--- config.mk ---
export PLATFORM = sky130hd
export DESIGN_NAME = audio_tone_gen
export DESIGN_NICKNAME = d
export VERILOG_FILES = /design/src/rtl/audio_pkg.sv /design/src/rtl/lrclk_tick_sync.sv /design/src/rtl/audio_tone_gen.sv
export SDC_FILE = /design/constraint.sdc
export NUM_CORES = 1
export LEC_CHECK = 0
export CORE_UTILIZATION = 45
export DETAILED_ROUTE_END_ITERATION = 6
export REMOVE_ABC_BUFFERS = 1
export SYNTH_ARGS = -nofsm -noshare
export SYNTH_HDL_FRONTEND = slang
export SYNTH_SLANG_ARGS = --single-unit
export TNS_END_PERCENT = 10
--- constraint.sdc ---
create_clock -name Clk -period 6.6 [get_ports Clk]
set_input_delay 1.65 -clock Clk [delete_from_list [all_inputs] [get_ports Clk]]
set_output_delay 1.65 -clock Clk [all_outputs]
set_load 0.005 [all_outputs]
--- src/rtl/audio_pkg.sv ---
// rtl/audio_pkg.sv - shared types and waveform helper for the audio tone generator
package audio_pkg;

  typedef enum logic [1:0] {
    IDLE    = 2'd0,
    ATTACK  = 2'd1,
    SUSTAIN = 2'd2,
    RELEASE = 2'd3
  } env_state_t;

  typedef enum logic [1:0] {
    WAVE_SQ  = 2'd0,
    WAVE_SAW = 2'd1,
    WAVE_TRI = 2'd2,
    WAVE_OFF = 2'd3
  } wave_t;

  localparam int ENV_MAX = 256;
  localparam int AUDIO_W = 24;

  // Full-scale 16-bit signed waveform from the top 16 phase bits.
  function automatic logic signed [15:0] raw_wave(input logic [1:0] sel, input logic [15:0] p);
    logic [15:0] r;
    r = 16'h0000;
    case (sel)
      WAVE_SQ:  r = p[15] ? 16'h8000 : 16'h7FFF;
      WAVE_SAW: r = p ^ 16'h8000;
      WAVE_TRI: r = p[15] ? ({~p[14:0], 1'b0} ^ 16'h8000) : ({p[14:0], 1'b0} ^ 16'h8000);
      default:  r = 16'h0000;
    endcase
    return $signed(r);
  endfunction

endpackage

--- src/rtl/lrclk_tick_sync.sv ---
// rtl/lrclk_tick_sync.sv - LRCLK synchroniser with one-cycle falling-edge tick
module lrclk_tick_sync (
  input  logic clk,
  input  logic rst_n,
  input  logic lrclk,
  output logic tick
);

  logic sync_a, sync_b, hist;

  always_ff @(posedge clk or negedge rst_n) begin
    if (!rst_n) begin
      sync_a <= 1'b0;
      sync_b <= 1'b0;
      hist   <= 1'b0;
    end else begin
      sync_a <= lrclk;
      sync_b <= sync_a;
      hist   <= sync_b;
    end
  end

  assign tick = hist & ~sync_b;

endmodule

--- src/rtl/audio_tone_gen.sv ---
// rtl/audio_tone_gen.sv - per-frame oscillator with attack/sustain/release envelope
module audio_tone_gen
  import audio_pkg::*;
#(
  parameter int PHASE_W      = 16,
  parameter int ATTACK_STEP  = 8,
  parameter int RELEASE_STEP = 4
) (
  input  logic               Clk,
  input  logic               Reset_n,
  input  logic               LRCLK,
  input  logic               AUDIO_EN,
  input  logic               note_on,
  input  logic [PHASE_W-1:0] phase_inc,
  input  logic [1:0]         wave_sel,
  input  logic [2:0]         atten,
  output logic [AUDIO_W-1:0] AUDIO_L,
  output logic [AUDIO_W-1:0] AUDIO_R,
  output logic               sample_valid,
  output logic [1:0]         env_state
);

  localparam logic [9:0] ATK  = 10'(ATTACK_STEP);
  localparam logic [8:0] REL  = 9'(RELEASE_STEP);
  localparam logic [8:0] EMAX = 9'(ENV_MAX);

  logic tick;

  lrclk_tick_sync u_sync (
    .clk   (Clk),
    .rst_n (Reset_n),
    .lrclk (LRCLK),
    .tick  (tick)
  );

  env_state_t          st_q, st_d;
  logic [8:0]          env_q, env_d, env_up, env_dn;
  logic [9:0]          env_sum;
  logic [PHASE_W-1:0]  phase_q, phase_base;
  logic                clr_phase;
  logic signed [15:0]  raw_q, raw_d, s16, s;
  logic [2:0]          atten_q;
  logic                stage_v;
  logic signed [24:0]  prod;
  logic [AUDIO_W-1:0]  audio_q;

  always_comb begin
    env_sum = {1'b0, env_q} + ATK;
    env_up  = (env_sum >= {1'b0, EMAX}) ? EMAX : env_sum[8:0];
    env_dn  = (env_q <= REL) ? 9'd0 : env_q - REL;
  end

  // A held key always climbs (SUSTAIN just stays pinned at the top);
  // a released key always falls, so release wins over saturation.
  always_comb begin
    st_d      = st_q;
    env_d     = env_q;
    clr_phase = 1'b0;
    if (note_on) begin
      env_d     = env_up;
      st_d      = (env_up == EMAX) ? SUSTAIN : ATTACK;
      clr_phase = (st_q == IDLE);
    end else if (st_q != IDLE) begin
      env_d = env_dn;
      st_d  = (env_dn == 9'd0) ? IDLE : RELEASE;
    end
  end

  assign phase_base = clr_phase ? '0 : phase_q;
  assign raw_d      = raw_wave(wave_sel, phase_base[PHASE_W-1 -: 16]);

  assign prod = $signed({{9{raw_q[15]}}, raw_q}) * $signed({16'd0, env_q});
  assign s16  = 16'(prod >>> 8);
  assign s    = s16 >>> atten_q;

  always_ff @(posedge Clk or negedge Reset_n) begin
    if (!Reset_n) begin
      st_q         <= IDLE;
      env_q        <= 9'd0;
      phase_q      <= '0;
      raw_q        <= 16'sd0;
      atten_q      <= 3'd0;
      stage_v      <= 1'b0;
      sample_valid <= 1'b0;
      audio_q      <= '0;
    end else if (!AUDIO_EN) begin
      st_q         <= IDLE;
      env_q        <= 9'd0;
      phase_q      <= '0;
      raw_q        <= 16'sd0;
      atten_q      <= 3'd0;
      stage_v      <= 1'b0;
      sample_valid <= 1'b0;
      audio_q      <= '0;
    end else begin
      stage_v      <= tick;
      sample_valid <= stage_v;
      if (tick) begin
        st_q    <= st_d;
        env_q   <= env_d;
        phase_q <= phase_base + phase_inc;
        raw_q   <= raw_d;
        atten_q <= atten;
      end
      if (stage_v) begin
        audio_q <= {s, 8'h00};
      end
    end
  end

  assign AUDIO_L   = audio_q;
  assign AUDIO_R   = audio_q;
  assign env_state = st_q;

endmodule

Word-level counts from Yosys, hierarchy flattened
Cells that the tools add are included.
- word-level logic and storage cells: 62
- latch bits: 0
- input port bits: 26
- memory bits (read-only): 0
- output and inout port bits: 51
- register bits after elaboration: 75
- memories: 0
- memory bits (writable): 0
- equal/unequal tests: 6
- order comparisons: 2
- shift operators: 1
- multiplexer cells: 27
- bitwise gates (word level): 6
- add/subtract/negate cells: 3
- div/mod/pow operators: 0
- multipliers: 1
- reduce and logical (&&, ||, !) cells: 5
- operator list (cell ; count):
    16-bit two-way mux ; 7
    9-bit two-way mux ; 6
    24-bit two-way mux ; 2
    16-bit one-hot mux with 3 select lines ; 1
    16-bit by 10-bit multiplier with 24-bit output ; 1
    16-bit adder ; 1
    16-bit by 3-bit >>> shifter with 16-bit output ; 1
    15-bit NOT ; 1
    2-bit two-way mux ; 6
    9-bit by 4-bit adder with 10-bit output (second input constant) ; 1
    10-bit by 9-bit greater-or-equal comparator with 1-bit output (second input constant) ; 1
    9-bit equality test (second input constant) ; 1
    9-bit by 3-bit <= comparator with 1-bit output (second input constant) ; 1
    9-bit zero test ; 1
    9-bit by 3-bit subtractor with 9-bit output (second input constant) ; 1
    3-bit two-way mux ; 2
    2-bit zero test ; 2
    2-bit by 1-bit inequality test with 1-bit output (second input constant) ; 2
    1-bit NOT ; 4
    1-bit two-way mux ; 3
    3-bit by 1-bit inequality test with 1-bit output (second input constant) ; 1
    2-bit by 1-bit equality test with 1-bit output (second input constant) ; 1
    2-bit equality test (second input constant) ; 1
    2-bit AND reduction ; 1
    2 further kinds ; 2

Logic depth before layout (Yosys ltp)
- depth after elaboration: 9
- depth in mapped cells: 25
- depth with buffers taken out: 22

By module
From an unflattened synthesis, not the netlist that was laid out.
- cell total of the unflattened synthesis: 1136
- area, all modules: 9865.7 um^2
- modules (own cells, without submodules) (module ; cells each ; instances ; area each (um^2) ; sequential area each (um^2)):
    audio_tone_gen ; 1132 ; 1 ; 9776.9 ; 1601.5
    lrclk_tick_sync ; 4 ; 1 ; 88.8 ; 75.1

Least setup slack after synthesis
No wires, ideal clock.
- path type: flip-flop to flip-flop
- from: reg env_q[2]
- to: reg audio_q[17] (netlist: AUDIO_L[17])
- path slack: 0.595 ns
- period minus slack after synthesis: 6.005 ns
- arrival time: 5.875 ns
- path buffers: 3
- data required time: 6.469 ns
- cell stages (with the launch flop): 24
- path through: dfrtp_1 > clkbuf_1 > clkbuf_1 > nand2_1 > fa_1 > inv_1 > fa_1 > fa_1 > fa_1 > inv_1 > fa_1 > inv_1 > ha_1 > buf_2 > a211oi_1 > o21bai_1 > a31oi_2 > o211ai_4 > a31oi_4 > o211ai_1 > xor2_2 > and3_1 > a311oi_1 > a21oi_1
- cells in the longest elaborated chain, start to end: 4
- ends and longest elaborated chain (element ; line ; source):
    from (decl) ; audio_tone_gen.sv:37 ; logic [8:0] env_q, env_d, env_up, env_dn;
    from (signal assigned) ; audio_tone_gen.sv:100 ; env_q <= env_d;
    16-bit by 10-bit multiplier with 24-bit output ; audio_tone_gen.sv:72 ; assign prod = $signed({{9{raw_q[15]}}, raw_q}) * $signed({16'd0, env_q});
    16-bit by 3-bit >>> shifter with 16-bit output ; audio_tone_gen.sv:74 ; assign s = s16 >>> atten_q;
    24-bit two-way mux ; audio_tone_gen.sv:105 ; if (stage_v) begin
    24-bit two-way mux ; audio_tone_gen.sv:86 ; end else if (!AUDIO_EN) begin
    to (signal assigned) ; audio_tone_gen.sv:106 ; audio_q <= {s, 8'h00};
    to (decl) ; audio_tone_gen.sv:45 ; logic [AUDIO_W-1:0] audio_q;
No other way between the ends. The select of a mux whose other input is x is not followed.
A chain may end at the register's enable or synchronous reset.

Worst setup path after layout
Same ends and word-level chain as after synthesis.

==> flow_metrics.env <==
export IMPL_power_density_nw_per_um2=118
export IMPL_min_delay_path_depth=0
export IMPL_maximum_number_of_pins_on_one_net_before_global_route_repair=68
export IMPL_tritoncts="yes"
export IMPL_placement_cell_area_um2=10400
export IMPL_yosys_top_cells_area="sky130_fd_sc_hd__fa_1 24%, sky130_fd_sc_hd__dfrtp_1 17%, sky130_fd_sc_hd__ha_1 9.0%"
export IMPL_critical_path_endpoint_type="flip-flop"
export IMPL_design_final_nets=1356
export IMPL_hold_path_startpoint="u_sync.sync_a"
export IMPL_finalHoldWorstSlack_ns=0.353
export IMPL_yosys_register_bits=67
export IMPL_synthMostInstantiatedCell="sky130_fd_sc_hd__inv_1"
export IMPL_num_antenna_cells=0
export IMPL_ctsLongestPathBuffers=2
export IMPL_synth_distinct_cells=68
export IMPL_cts_repair_timing_setup_buffer_count=0
export IMPL_status="finished, final reports clean"
export IMPL_critical_path_reg2reg_endpoint="AUDIO_L[17]"
export IMPL_startpoint_type="flip-flop"
export IMPL_tightest_slew_ns=1.15
export IMPL_pin_count=77
export IMPL_timing_rr_start="env_q[2]"
export IMPL_ff2ff_path_depth=20
export IMPL_family_of_cells_with_the_greatest_summed_delay_on_the_critical_path="adder cells"
export IMPL_fin_worst_skew_ns=0.00973
export IMPL_critical_path_peak_fanout=15
export IMPL_cts_repair_resize_count=0
export IMPL_setup_violations=0
export IMPL_maxSlewViolCount=0
export IMPL_initial_core_util_pct=46.1
export IMPL_area_growth_from_synthesis_to_layout_pct=9.99
export IMPL_clock_h_tree_levels=3
export IMPL_synthDominantCellAreaShare_pct=23.6
export IMPL_drt_initial_drc_count=375
export IMPL_detailed_place_hpwl_um=16900
export IMPL_instances_no_fill=1425
export IMPL_ir_drop_mv=0.114
export IMPL_worst_setup_hold_path_clk_slew_ns=0.06
export IMPL_final_hold_viol_count=0
export IMPL_design_core_area_um2=21200
export IMPL_number_of_antenna_violations_at_the_first_check_in_global_routing=0
export IMPL_ys_warn_count=0
export IMPL_min_delay_worst_endpoint="u_sync.sync_b"
export IMPL_cts_buffers=9
export IMPL_detailedRoute_firstPassIterationCount=5
export IMPL_place_inst=1409
export IMPL_stdcell_area_um2=10700
export IMPL_global_route_wire_length_before_repair_um=37000
export IMPL_globalRoute_totalOverflow=0
export IMPL_synth_yosys_seq_area_share_pct=17.2
export IMPL_postSynth_topFlopCell="sky130_fd_sc_hd__dfrtp_1"
export IMPL_die_area_um2=22300
export IMPL_num_vias=7480
export IMPL_avgSynthCellArea_um2=8.57
export IMPL_mappedNetlistArea_um2=9760
export IMPL_critical_path_top_cell_by_count="sky130_fd_sc_hd__fa_1"
export IMPL_max_cap_violations=0
export IMPL_final_layout_size_suffix_gt1_share_pct=5.04
export IMPL_floorplan_die_height_um=149
export IMPL_clk_latency_ns=0.35
export IMPL_fin_setup_tns_ns=0
export IMPL_synthArstFlopShare_pct=100
export IMPL_buffer_ports_inserted=60
export IMPL_drc=0
export IMPL_place_gp_congestion=0.818
export IMPL_dieWidth_um=149
export IMPL_timing_final_crit_share_pct=92.4
export IMPL_slew_headroom_pct=23.1
export IMPL_critical_path_buf_inv_count=3
export IMPL_fp_row_count=53
export IMPL_synth_top_area_cell="sky130_fd_sc_hd__fa_1"
export IMPL_cts_root_buffer="sky130_fd_sc_hd__clkbuf_16"
export IMPL_min_period_ns=6.10
export IMPL_worstPathRequired_ns=6.82
export IMPL_leakage_power_nw=5.39
export IMPL_max_clock_freq_mhz=164
export IMPL_critical_path_arrival_ns=6.32
export IMPL_first_global_vias=7419
export IMPL_class_of_the_tightest_hold_or_removal_check="flip-flop to flip-flop"
export IMPL_critical_path_slowest_cell="sky130_fd_sc_hd__dfrtp_1"
export IMPL_grt_total_usage_pct=21.0
export IMPL_worst_setup_path_type="flip-flop to flip-flop"
export IMPL_cts_hold_repair_buffers=0
export IMPL_cts_sinks=67
export IMPL_ff2ff_setup_slack_ns=0.50
export IMPL_drt_antenna_violating_nets=0
export IMPL_avgViaCountPerCell=5.25
export IMPL_rsz0062_at_grt="false"
export IMPL_wirelength_um=21500
export IMPL_wl_cell_um=15.1
export IMPL_post_synthesis_cell_count=1139
export IMPL_critical_path_max_stage_delay_ns=0.60
export IMPL_synth_commonest_cells="159 x sky130_fd_sc_hd__inv_1, 140 x sky130_fd_sc_hd__nand2_1, 115 x sky130_fd_sc_hd__fa_1"
export IMPL_crit_path_cell_trace="nand2_1 -> fa_1 -> inv_1 -> fa_1 -> fa_1 -> fa_1 -> inv_1 -> fa_1 -> inv_1 -> ha_1 -> a211oi_1 -> o21bai_1 -> a31oi_2 -> o211ai_4 -> a31oi_4 -> o211ai_1 -> xor2_2 -> and3_1 -> a311oi_1 -> a21oi_1"
export IMPL_number_of_flops_mapped_to_enable_cells_by_yosys=0
[worst reg2reg max path, delay by kind of cell (launching register included)]
kind / cells / cell delay (ns)
xor gates and xnor gates: 1 / 0.22
DFF: 1 / 0.60
adders and majority gates: 6 / 2.94
buffers and inverters: 3 / 0.14
and+or+nand+nor: 2 / 0.38
AOI/OAI and AO/OA: 8 / 1.69
[worst max path at each step]
stage	from	endpoint	cells past startpoint
after detailed placement	env_q[2]	AUDIO_L[17]	20
after global routing	env_q[2]	AUDIO_L[17]	20
after floorplan	env_q[5]	AUDIO_L[17]	20
after global placement	env_q[2]	AUDIO_L[16]	20
final	env_q[2]	AUDIO_L[17]	20
after CTS	env_q[2]	AUDIO_L[17]	20
[per-layer routing]
layer	vias to the layer above	track usage (%)	part of all wire, %
met5	-	0	0
met4	0	6.02	1.7
met3	22	2.08	2.7
met2	126	33.7	46
met1	3689	29.9	49
li1	3643	-	-
[state kept, by name, indices dropped and copies added (netlist names)]
signal         count
env_state          2
u_sync.sync_a      1
phase_q           16
sample_valid       1
u_sync.hist        1
u_sync.sync_b      1
env_q              9
raw_q             16
atten_q            3
stage_v            1
AUDIO_L           16
[layout by cell type (no fill, tap or decap), drive strengths merged, types with 4 or more instances in the layout]
master,synthesis,final
a211oi,8,8
a21boi,5,5
a21o,7,7
a21oi,61,61
a22o,13,13
a31oi,9,9
and2,91,91
and3,6,6
buf,43,20
clkbuf,56,11
clkdlybuf4s50,0,59
conb,1,16
dfrtp,67,67
fa,115,115
ha,70,70
inv,159,160
mux2,6,6
mux2i,29,29
nand2,140,140
nand2b,6,6
nand3,14,14
nand4,4,4
nor2,49,49
nor2b,4,4
nor3,11,11
o211ai,9,9
o21ai,56,56
o21bai,9,9
o22ai,6,6
o31ai,5,5
or2,4,4
xnor2,25,25
xor2,17,17
[through the flow]
stage / power (mW) / worst slack [ns] / utilization, %
2_1_floorplan: 0.624 / 0.873 / -
5_1_grt: 1.33 / 0.153 / 50.7
6_report: 1.26 / 0.499 / 50.7
3_5_place_dp: 0.728 / 0.556 / 49.2
3_3_place_gp: 0.727 / 0.656 / 49.2
4_1_cts: 1.28 / 0.507 / 50.7
[cell families after synthesis]
kind of cell / after synthesis / share of synthesized area (%)
AOI/OAI and AO/OA: 217 / 15.1
buffers and inverters: 258 / 11.2
adders and majority gates: 185 / 32.6
other: 1 / 0.0384
muxes: 35 / 3.67
xor gates and xnor gates: 42 / 3.92
DFF: 67 / 17.2
and+or+nand+nor: 334 / 16.4
[report_power, final]
part	total (mW)	switching, mW	leakage, nW	internal (mW)
clock	0.543	0.200	0.156	0.343
combinational	0.260	0.149	4.32	0.111
sequential	0.462	0.0340	0.914	0.428
total	1.26	0.383	5.39	0.882
[layout make-up]
| class | count | area (um2) |
|---|---|---|
| sequential | 67 | 1680 |
| clock buffer | 11 | 243 |
| inverter | 159 | 597 |
| tap | 275 | 344 |
| timing repair buffer | 79 | 738 |
| fill | 2020 | 10400 |
| clock inverter | 5 | 85.1 |
| multi-input combinational | 829 | 7050 |
(Power assumes the default switching activity.)
